<file path="config.mk">
export PLATFORM = sky130hd
export DESIGN_NAME = obi_fetch_adapter
export DESIGN_NICKNAME = d
export VERILOG_FILES = /design/src/rtl/obi_fetch_adapter.sv
export SDC_FILE = /design/constraint.sdc
export NUM_CORES = 1
export LEC_CHECK = 0
export BUFFER_PORTS_ARGS = -buffer_cell sky130_fd_sc_hd__buf_2
export CORE_ASPECT_RATIO = 0.75
export CORE_MARGIN = 4
export CORE_UTILIZATION = 40
export DETAILED_ROUTE_END_ITERATION = 8
export PLACE_DENSITY = 0.74
export SYNTH_ARGS = -nofsm -noshare
export SYNTH_HDL_FRONTEND = slang
export SYNTH_SLANG_ARGS = --single-unit
</file>
<file path="constraint.sdc">
create_clock -name clk_i -period 14.2 [get_ports clk_i]
set_input_delay 0.71 -clock clk_i [delete_from_list [all_inputs] [get_ports clk_i]]
set_output_delay 0.71 -clock clk_i [all_outputs]
set_load 0.02 [all_outputs]
</file>
<file path="src/rtl/obi_fetch_adapter.sv">
// OBI instruction-fetch to valid/ready cache-lookup adapter.
// Every fetch port has its own in-order request queue, an optional registered
// response stage, a kill (branch flush) input and a saturating stall counter.
// Ports share nothing; each one is an identical copy of the per-port logic.
module obi_fetch_adapter #(
  parameter int NumPorts  = 2,
  parameter int AddrWidth = 32,
  parameter int DataWidth = 32,
  parameter int ReqDepth  = 2,
  parameter int RspCut    = 1,
  parameter int CntWidth  = 16
) (
  input  logic                          clk_i,
  input  logic                          rst_i,
  input  logic [NumPorts-1:0]           fetch_req_i,
  input  logic [NumPorts*AddrWidth-1:0] fetch_addr_i,
  output logic [NumPorts-1:0]           fetch_gnt_o,
  output logic [NumPorts-1:0]           fetch_rvalid_o,
  output logic [NumPorts*DataWidth-1:0] fetch_rdata_o,
  output logic [NumPorts-1:0]           fetch_rerror_o,
  input  logic [NumPorts-1:0]           fetch_kill_i,
  output logic [NumPorts-1:0]           cache_valid_o,
  output logic [NumPorts*AddrWidth-1:0] cache_addr_o,
  input  logic [NumPorts-1:0]           cache_ready_i,
  input  logic [NumPorts*DataWidth-1:0] cache_rdata_i,
  input  logic [NumPorts-1:0]           cache_rerror_i,
  output logic [NumPorts*CntWidth-1:0]  stall_cnt_o,
  input  logic                          stall_cnt_clr_i
);

  localparam int PtrWidth = (ReqDepth > 1) ? $clog2(ReqDepth) : 1;
  localparam int OccWidth = $clog2(ReqDepth + 1);
  localparam logic [PtrWidth-1:0] LastPtr = PtrWidth'(ReqDepth - 1);
  localparam logic [OccWidth-1:0] FullOcc = OccWidth'(ReqDepth);

  for (genvar p = 0; p < NumPorts; p++) begin : g_port
    logic [AddrWidth-1:0] mem_q [ReqDepth];
    logic [PtrWidth-1:0]  wptr_q, wptr_d, rptr_q, rptr_d;
    logic [OccWidth-1:0]  occ_q, occ_d;
    logic [CntWidth-1:0]  stall_q, stall_d;
    logic                 req, kill, gnt, empty, full, pop, rsp_fire;

    assign req   = fetch_req_i[p];
    assign kill  = fetch_kill_i[p];
    assign empty = (occ_q == '0);
    assign full  = (occ_q == FullOcc);

    // Grant depends only on registered occupancy, so there is no path from
    // cache_ready_i to the grant; it is also held low while reset is asserted
    // so the core never sees a grant for a fetch that the reset is dropping.
    assign gnt      = req & ~full & ~kill & ~rst_i;
    assign pop      = ~empty & cache_ready_i[p];
    assign rsp_fire = pop & ~kill;

    assign fetch_gnt_o[p]                          = gnt;
    assign cache_valid_o[p]                        = ~empty;
    assign cache_addr_o[p*AddrWidth +: AddrWidth]  = empty ? '0 : mem_q[rptr_q];
    assign stall_cnt_o[p*CntWidth +: CntWidth]     = stall_q;

    // Queue pointer and occupancy update; a kill empties the queue outright.
    always_comb begin
      wptr_d = wptr_q;
      rptr_d = rptr_q;
      occ_d  = occ_q;
      if (kill) begin
        wptr_d = '0;
        rptr_d = '0;
        occ_d  = '0;
      end else begin
        if (gnt) begin
          wptr_d = (wptr_q == LastPtr) ? '0 : wptr_q + PtrWidth'(1);
        end
        if (pop) begin
          rptr_d = (rptr_q == LastPtr) ? '0 : rptr_q + PtrWidth'(1);
        end
        if (gnt && !pop) begin
          occ_d = occ_q + OccWidth'(1);
        end else if (pop && !gnt) begin
          occ_d = occ_q - OccWidth'(1);
        end
      end
    end

    // Queue state registers.
    always_ff @(posedge clk_i or posedge rst_i) begin
      if (rst_i) begin
        wptr_q <= '0;
        rptr_q <= '0;
        occ_q  <= '0;
      end else begin
        wptr_q <= wptr_d;
        rptr_q <= rptr_d;
        occ_q  <= occ_d;
      end
    end

    // Queue storage: the granted address is written at the tail.
    always_ff @(posedge clk_i or posedge rst_i) begin
      if (rst_i) begin
        for (int i = 0; i < ReqDepth; i++) begin
          mem_q[i] <= '0;
        end
      end else if (gnt) begin
        mem_q[wptr_q] <= fetch_addr_i[p*AddrWidth +: AddrWidth];
      end
    end

    // Stall counter next value: clear beats increment, saturates at all-ones.
    always_comb begin
      stall_d = stall_q;
      if (stall_cnt_clr_i) begin
        stall_d = '0;
      end else if (req && !gnt && !(&stall_q)) begin
        stall_d = stall_q + CntWidth'(1);
      end
    end

    // Stall counter register.
    always_ff @(posedge clk_i or posedge rst_i) begin
      if (rst_i) begin
        stall_q <= '0;
      end else begin
        stall_q <= stall_d;
      end
    end

    if (RspCut != 0) begin : g_cut
      logic                 rvalid_q;
      logic [DataWidth-1:0] rdata_q;
      logic                 rerror_q;

      // Registered response: data captured on a surviving pop and held otherwise.
      always_ff @(posedge clk_i or posedge rst_i) begin
        if (rst_i) begin
          rvalid_q <= 1'b0;
          rdata_q  <= '0;
          rerror_q <= 1'b0;
        end else begin
          rvalid_q <= rsp_fire;
          if (rsp_fire) begin
            rdata_q  <= cache_rdata_i[p*DataWidth +: DataWidth];
            rerror_q <= cache_rerror_i[p];
          end
        end
      end

      assign fetch_rvalid_o[p]                        = rvalid_q;
      assign fetch_rdata_o[p*DataWidth +: DataWidth]  = rdata_q;
      assign fetch_rerror_o[p]                        = rerror_q;
    end else begin : g_nocut
      // Pass-through response, forced to zero when no response is being returned.
      assign fetch_rvalid_o[p]                        = rsp_fire;
      assign fetch_rdata_o[p*DataWidth +: DataWidth]  =
        rsp_fire ? cache_rdata_i[p*DataWidth +: DataWidth] : '0;
      assign fetch_rerror_o[p]                        = rsp_fire & cache_rerror_i[p];
    end
  end

endmodule

</file>
==> results of run 1 <==
-- through the flow --
stage               util [%]  instances  cell area [um2]  setup slack, ps
floorplan                  -        812            10700             7020
global placement        47.6       1419            12400            11660
detailed placement      47.6       1419            12400            11610
CTS                     50.7       1466            13200            11290
global route            50.7       1466            13200            11190
finish                  50.7       1466            13200            11320
-- final cells by class --
| class | count | area (um2) |
|---|---|---|
| Clock inverter | 7 | 53.8 |
| Inverter | 5 | 26.3 |
| Fill cell | 2294 | 12900 |
| Sequential cell | 236 | 5910 |
| Clock buffer | 40 | 733 |
| Tap cell | 344 | 430 |
| Timing Repair Buffer | 313 | 1580 |
| Multi-Input combinational cell | 521 | 4490 |
-- cell usage in the layout (no fill, tap or decap), types with 10 or more instances in the layout --
cell type / instances
o21ai_0: 10
buf_2: 306
nand3_1: 11
o31ai_1: 13
clkbuf_16: 26
nand2_1: 10
or4_1: 12
dfrtp_1: 234
mux2i_1: 65
mux2_4: 29
mux2_2: 174
a21oi_1: 25
nor2b_1: 10
nor2_1: 84
clkbuf_1: 11
-- worst max-delay path, stage by stage, from the launching register on --
cell and delay (ps):
dfrtp_2 1030, mux2i_1 330, nor2_1 80, buf_2 180
-- registers in the layout (all words and copies together) (netlist names) --
signal / count
g_port.wptr_q: 2
g_port.rptr_q: 2
g_port.occ_q: 4
g_port.stall_q: 32
g_port.g_cut.rerror_q: 2
g_port.g_cut.rvalid_q: 2
g_port.mem_q: 128
g_port.g_cut.rdata_q: 64
-- layer usage --
metal  share of wire, %  track usage [%]
met2                 46             27.3
met4                1.7             3.21
met5              0.027                0
met3                8.1             5.17
met1                 44             24.1
-- Yosys cell counts, types with 2 or more instances --
cell type | count | area share (%)
or3_1 | 7 | 0.41
o41ai_1 | 2 | 0.16
and3_1 | 5 | 0.29
buf_6 | 3 | 0.32
and4_1 | 5 | 0.41
buf_4 | 6 | 0.42
mux2_2 | 174 | 18
nand3_1 | 11 | 0.52
mux2i_1 | 65 | 6.1
nand2b_1 | 6 | 0.35
o31ai_1 | 13 | 0.92
o2111ai_1 | 2 | 0.16
dfrtp_1 | 236 | 55
nor3_1 | 3 | 0.14
nand2_1 | 11 | 0.39
clkbuf_1 | 13 | 0.46
or4_1 | 12 | 0.85
o211ai_1 | 2 | 0.14
ha_1 | 2 | 0.23
nand4_1 | 7 | 0.41
nor2_1 | 87 | 3.1
nor4b_1 | 4 | 0.33
o21ai_0 | 10 | 0.47
a21oi_1 | 25 | 1.2
xor2_1 | 4 | 0.33
nor4_1 | 7 | 0.41
buf_2 | 28 | 1.3
inv_1 | 5 | 0.18
nor2b_1 | 10 | 0.59
mux2_4 | 29 | 4.1
-- logic make-up after synthesis --
family / count (synthesis) / synth area share, %
DFF: 236 / 55.4
buffers and inverters: 55 / 2.69
adders and majority gates: 2 / 0.235
AOI/OAI and AO/OA: 62 / 3.69
and+or+nand+nor: 185 / 9.02
xor gates and xnor gates: 4 / 0.329
muxes: 268 / 28.6
-- power by group through the flow --
stage	logic, mW	clock network (mW)	registers [mW]
after floorplan	0.209	0	0.943
after global placement	0.372	0	0.892
after detailed placement	0.384	0	0.899
after CTS	0.384	0.645	0.891
after global routing	0.412	0.672	0.909
final	0.378	0.626	0.890
-- final timing paths --
kind / end / slack, ps / start / cells past startpoint
worst max-delay path: cache_addr_o[19] / 11320 / g_port[0].rptr_q / 3
worst min-delay path: g_port[1].occ_q[0] / 290 / rst_i / 2
worst max register to register: g_port[0].stall_q[8] / 11760 / g_port[0].stall_q[0] / 5
worst min register to register: g_port[0].g_cut.rdata_q[14] / 500 / g_port[0].g_cut.rdata_q[14] / 1
max in group asynchronous: g_port[1].rptr_q / 12470 / rst_i / 3
min in group clk_i: g_port[0].g_cut.rdata_q[30] / 410 / cache_rdata_i[30] / 2
==> impl_metrics.ini, run 1 <==
[route]
via_count = 7531
viasPerCell = 5.14
ant_nets = 0
finalWirelength_mm = 26.1
drc = 0
dr.pass1.iters = 4
wl_per_cell_um = 17.8
drt_iter0_markers = 362

[clocking]
clockBufferDepth = 3
cts-root-buf = clkbuf_16
cts_resized = 0
clkTransAtPathRegs_ps = 60
cts_hold_buf = 0
cts_tree = done
cts_sinks = 236
post_cts_buffers = 0
htreeDepth = 1
clkLatencyLatePin_ps = 530
cts_made_buffers = 26

[global_route]
antenna_found_initial = 2
grt_pass1_wl_mm = 41.9
grt.total_usage_pct = 17.3
gr-total-overflow = 0
grt_max_degree = 85
grt_pass1_vias = 7905

[worst_setup_path]
end_kind = output port
worst-endpoint-required_ps = 13490
crit_arrival_ps = 2170
worstSetupPathType = reg -> out
worst_setup_path_start_kind = flop
crit_fanout = 33

[timing]
rsz0062_at_grt = no
max_clock_freq_mhz = 347
hold_viol = 0
finalSetupViolCount = 0
fin_setup_tns_ps = 0
drv_slew = 0
worst_slew_pin_slew_ps = 1110
timing.hold.ws_ps = 290
min_period_over_period_pct = 20.3
period_minus_slack_ps = 2880
slew_headroom_pct = 25.6
clock_skew_ps = 14.6

[cells_and_area]
drive_gt1_share_pct = 50.6
n_antenna_cell = 0
nNetsFinal = 1244
areaGrowthSynthToFinish_pct = 24.1

[placement]
io_buffers = 306
hpwlAfterDp_mm = 18.0
place_congestion = 0.800

[outcome]
outcome = complete, no violations

[logic_synthesis]
syn_avg_cell_area_um2 = 13.1
synth_nets = 953
yosys_warnings = 0
synth_seq_cells = 236
synth_area_um2 = 10700
ys_seq_area_share_pct = 55.4
synth_edf_count = 0
async_flop_share_pct = 100
synth_ff_type = dfrtp_1
yosysUniqueCellTypes = 48
netlist_instances = 812

[power]
p_int_mw = 1.36
comb_power_share_pct = 20.0
power_mw = 1.89
switchingPower_uw = 531
p_seq_share_pct = 47.0
p_leak_nw = 6.37
ir_drop_uv = 101
p_sw_share_pct = 28.1
power_density_nw_per_um2 = 143
p_clk_share_pct = 33.1

[floorplan]
die-area_um2 = 29300
ios = 307
placementRows = 51
core_area_um2 = 26100
start_util_pct = 40.8
die_x_um = 196
die_h_um = 149

[job]
cap_violations = 0

[hold_path]
min_path_type = in -> async
(Power assumes the default switching activity.)
==> run 2, diff against run 1 <==
PLACE_DENSITY = 0.77   (was 0.74)
clock period = 2.5 ns   (was 14.2 ns; I/O delays follow)
==> impl_metrics.ini, run 2 (synthesized netlist as in run 1, its figures left out) <==
[worst_setup_path]
worst_setup_path_start_kind = flop
crit_arrival_ps = 2580
end_kind = flop
crit_fanout = 11
worst-endpoint-required_ps = 2900
worstSetupPathType = reg -> reg

[global_route]
gr-total-overflow = 0
grt_max_degree = 88
antenna_found_initial = 0
grt_pass1_wl_mm = 47.3
grt.total_usage_pct = 19.6
grt_pass1_vias = 8850

[cells_and_area]
largest_reg_flops = 128
drive_gt1_share_pct = 46.0
n_antenna_cell = 0
seq_area_um2 = 5910
final_cell_mix = buf_2, dfrtp_1, mux2_2
fillers = 2019
final_cell_count_no_fill = 1606
reg_top3 = g_port.mem_q x128, g_port.g_cut.rdata_q x64, g_port.stall_q x32
max_flop_register = g_port.mem_q
nNetsFinal = 1386
post-route-util_pct = 56.7
multi_input_area_um2 = 4480
areaGrowthSynthToFinish_pct = 39.0
design_area_um2 = 14800
final_common_cell = buf_2

[timing]
clock_skew_ps = 5.83
min_period_over_period_pct = 87.4
fin_setup_tns_ps = 0
slew_headroom_pct = 28.3
finalSetupViolCount = 0
max_clock_freq_mhz = 458
drv_slew = 0
hold_viol = 0
rsz0062_at_grt = no
worst_slew_pin_slew_ps = 1060
period_minus_slack_ps = 2190

[floorplan]
ios = 307
start_util_pct = 40.8
die_h_um = 149
die-area_um2 = 29300
core_area_um2 = 26100
die_x_um = 196
placementRows = 51

[clocking]
cts_made_buffers = 25
cts-root-buf = clkbuf_16
cts_sinks = 236
cts_tree = done
clockBufferDepth = 3
clkTransAtPathRegs_ps = 60
cts_resized = 0
htreeDepth = 1
clkLatencyLatePin_ps = 510

[placement]
io_buffers = 306
place_congestion = 0.794
placed_cell_area_um2 = 12600
dp.cells = 1427
hpwlAfterDp_mm = 18.8

[hold_path]
min_path_type = in -> reg

[route]
ant_nets = 0
wl_per_cell_um = 18.4
drc = 0
viasPerCell = 5.15
drt_iter0_markers = 425
via_count = 8275
finalWirelength_mm = 29.6
dr.pass1.iters = 4

[power]
p_leak_nw = 7.06
ir_drop_uv = 578
power_density_nw_per_um2 = 775

[job]
cap_violations = 0

[outcome]
outcome = complete, no violations
==> run 2: final cells by class <==
cell class | count | area share [%]
sequential | 236 | 39.9
clock buffer | 36 | 5.11
inverter | 5 | 0.152
clock inverter | 8 | 0.963
multi-input combinational | 521 | 30.2
timing repair buffer | 456 | 20.7
tap | 344 | 2.91
==> run 2: per-layer routing <==
metal  wire length [um]  vias up  global-route usage [%]
li1                   -     3782                       -
met1              12200     4172                    24.9
met2              14600      259                    33.6
met3               1950       62                    4.90
met4                881        0                    5.76
met5                  0        -                       0
==> run 2: repair_timing <==
action | in CTS | in global routing
hold endpoints to repair | 221 | 0
setup buffers | 0 | 0
hold buffers | 135 | 0
==> run 2: worst paths after layout <==
path | startpoint | to | slack, ps | cells past startpoint
max reg2reg | g_port[0].occ_q[0] | g_port[0].stall_q[6] | 310 | 4
min reg2reg | g_port[0].g_cut.rdata_q[25] | g_port[0].g_cut.rdata_q[25] | 500 | 1
max | g_port[0].occ_q[0] | g_port[0].stall_q[6] | 310 | 4
max in group asynchronous | rst_i | g_port[1].g_cut.rdata_q[4] | 1430 | 4
min in group asynchronous | rst_i | g_port[0].mem_q[39] | 250 | 3
min | cache_ready_i[0] | g_port[0].occ_q[0] | 70 | 4
==> run 2: power breakdown <==
group / internal [mW] / switching [mW]
clock: 2.50 / 1.51
sequential: 4.63 / 0.442
combinational: 1.23 / 1.16
==> run 2: metrics by stage <==
stage	hold slack, ps	power, mW	worst slack (ps)
3_3_place_gp	246	7.19	494
6_report	68.1	11.5	315
3_5_place_dp	245	7.32	338
5_1_grt	78.9	12.0	127
4_1_cts	26.4	11.6	352
2_1_floorplan	188	6.54	-717
==> run 2: critical path, stage by stage, from the launching register on <==
cell and delay (ps):
dfrtp_1 420, and2b_2 310, o21ai_0 860, nor4b_1 170, mux2_2 320
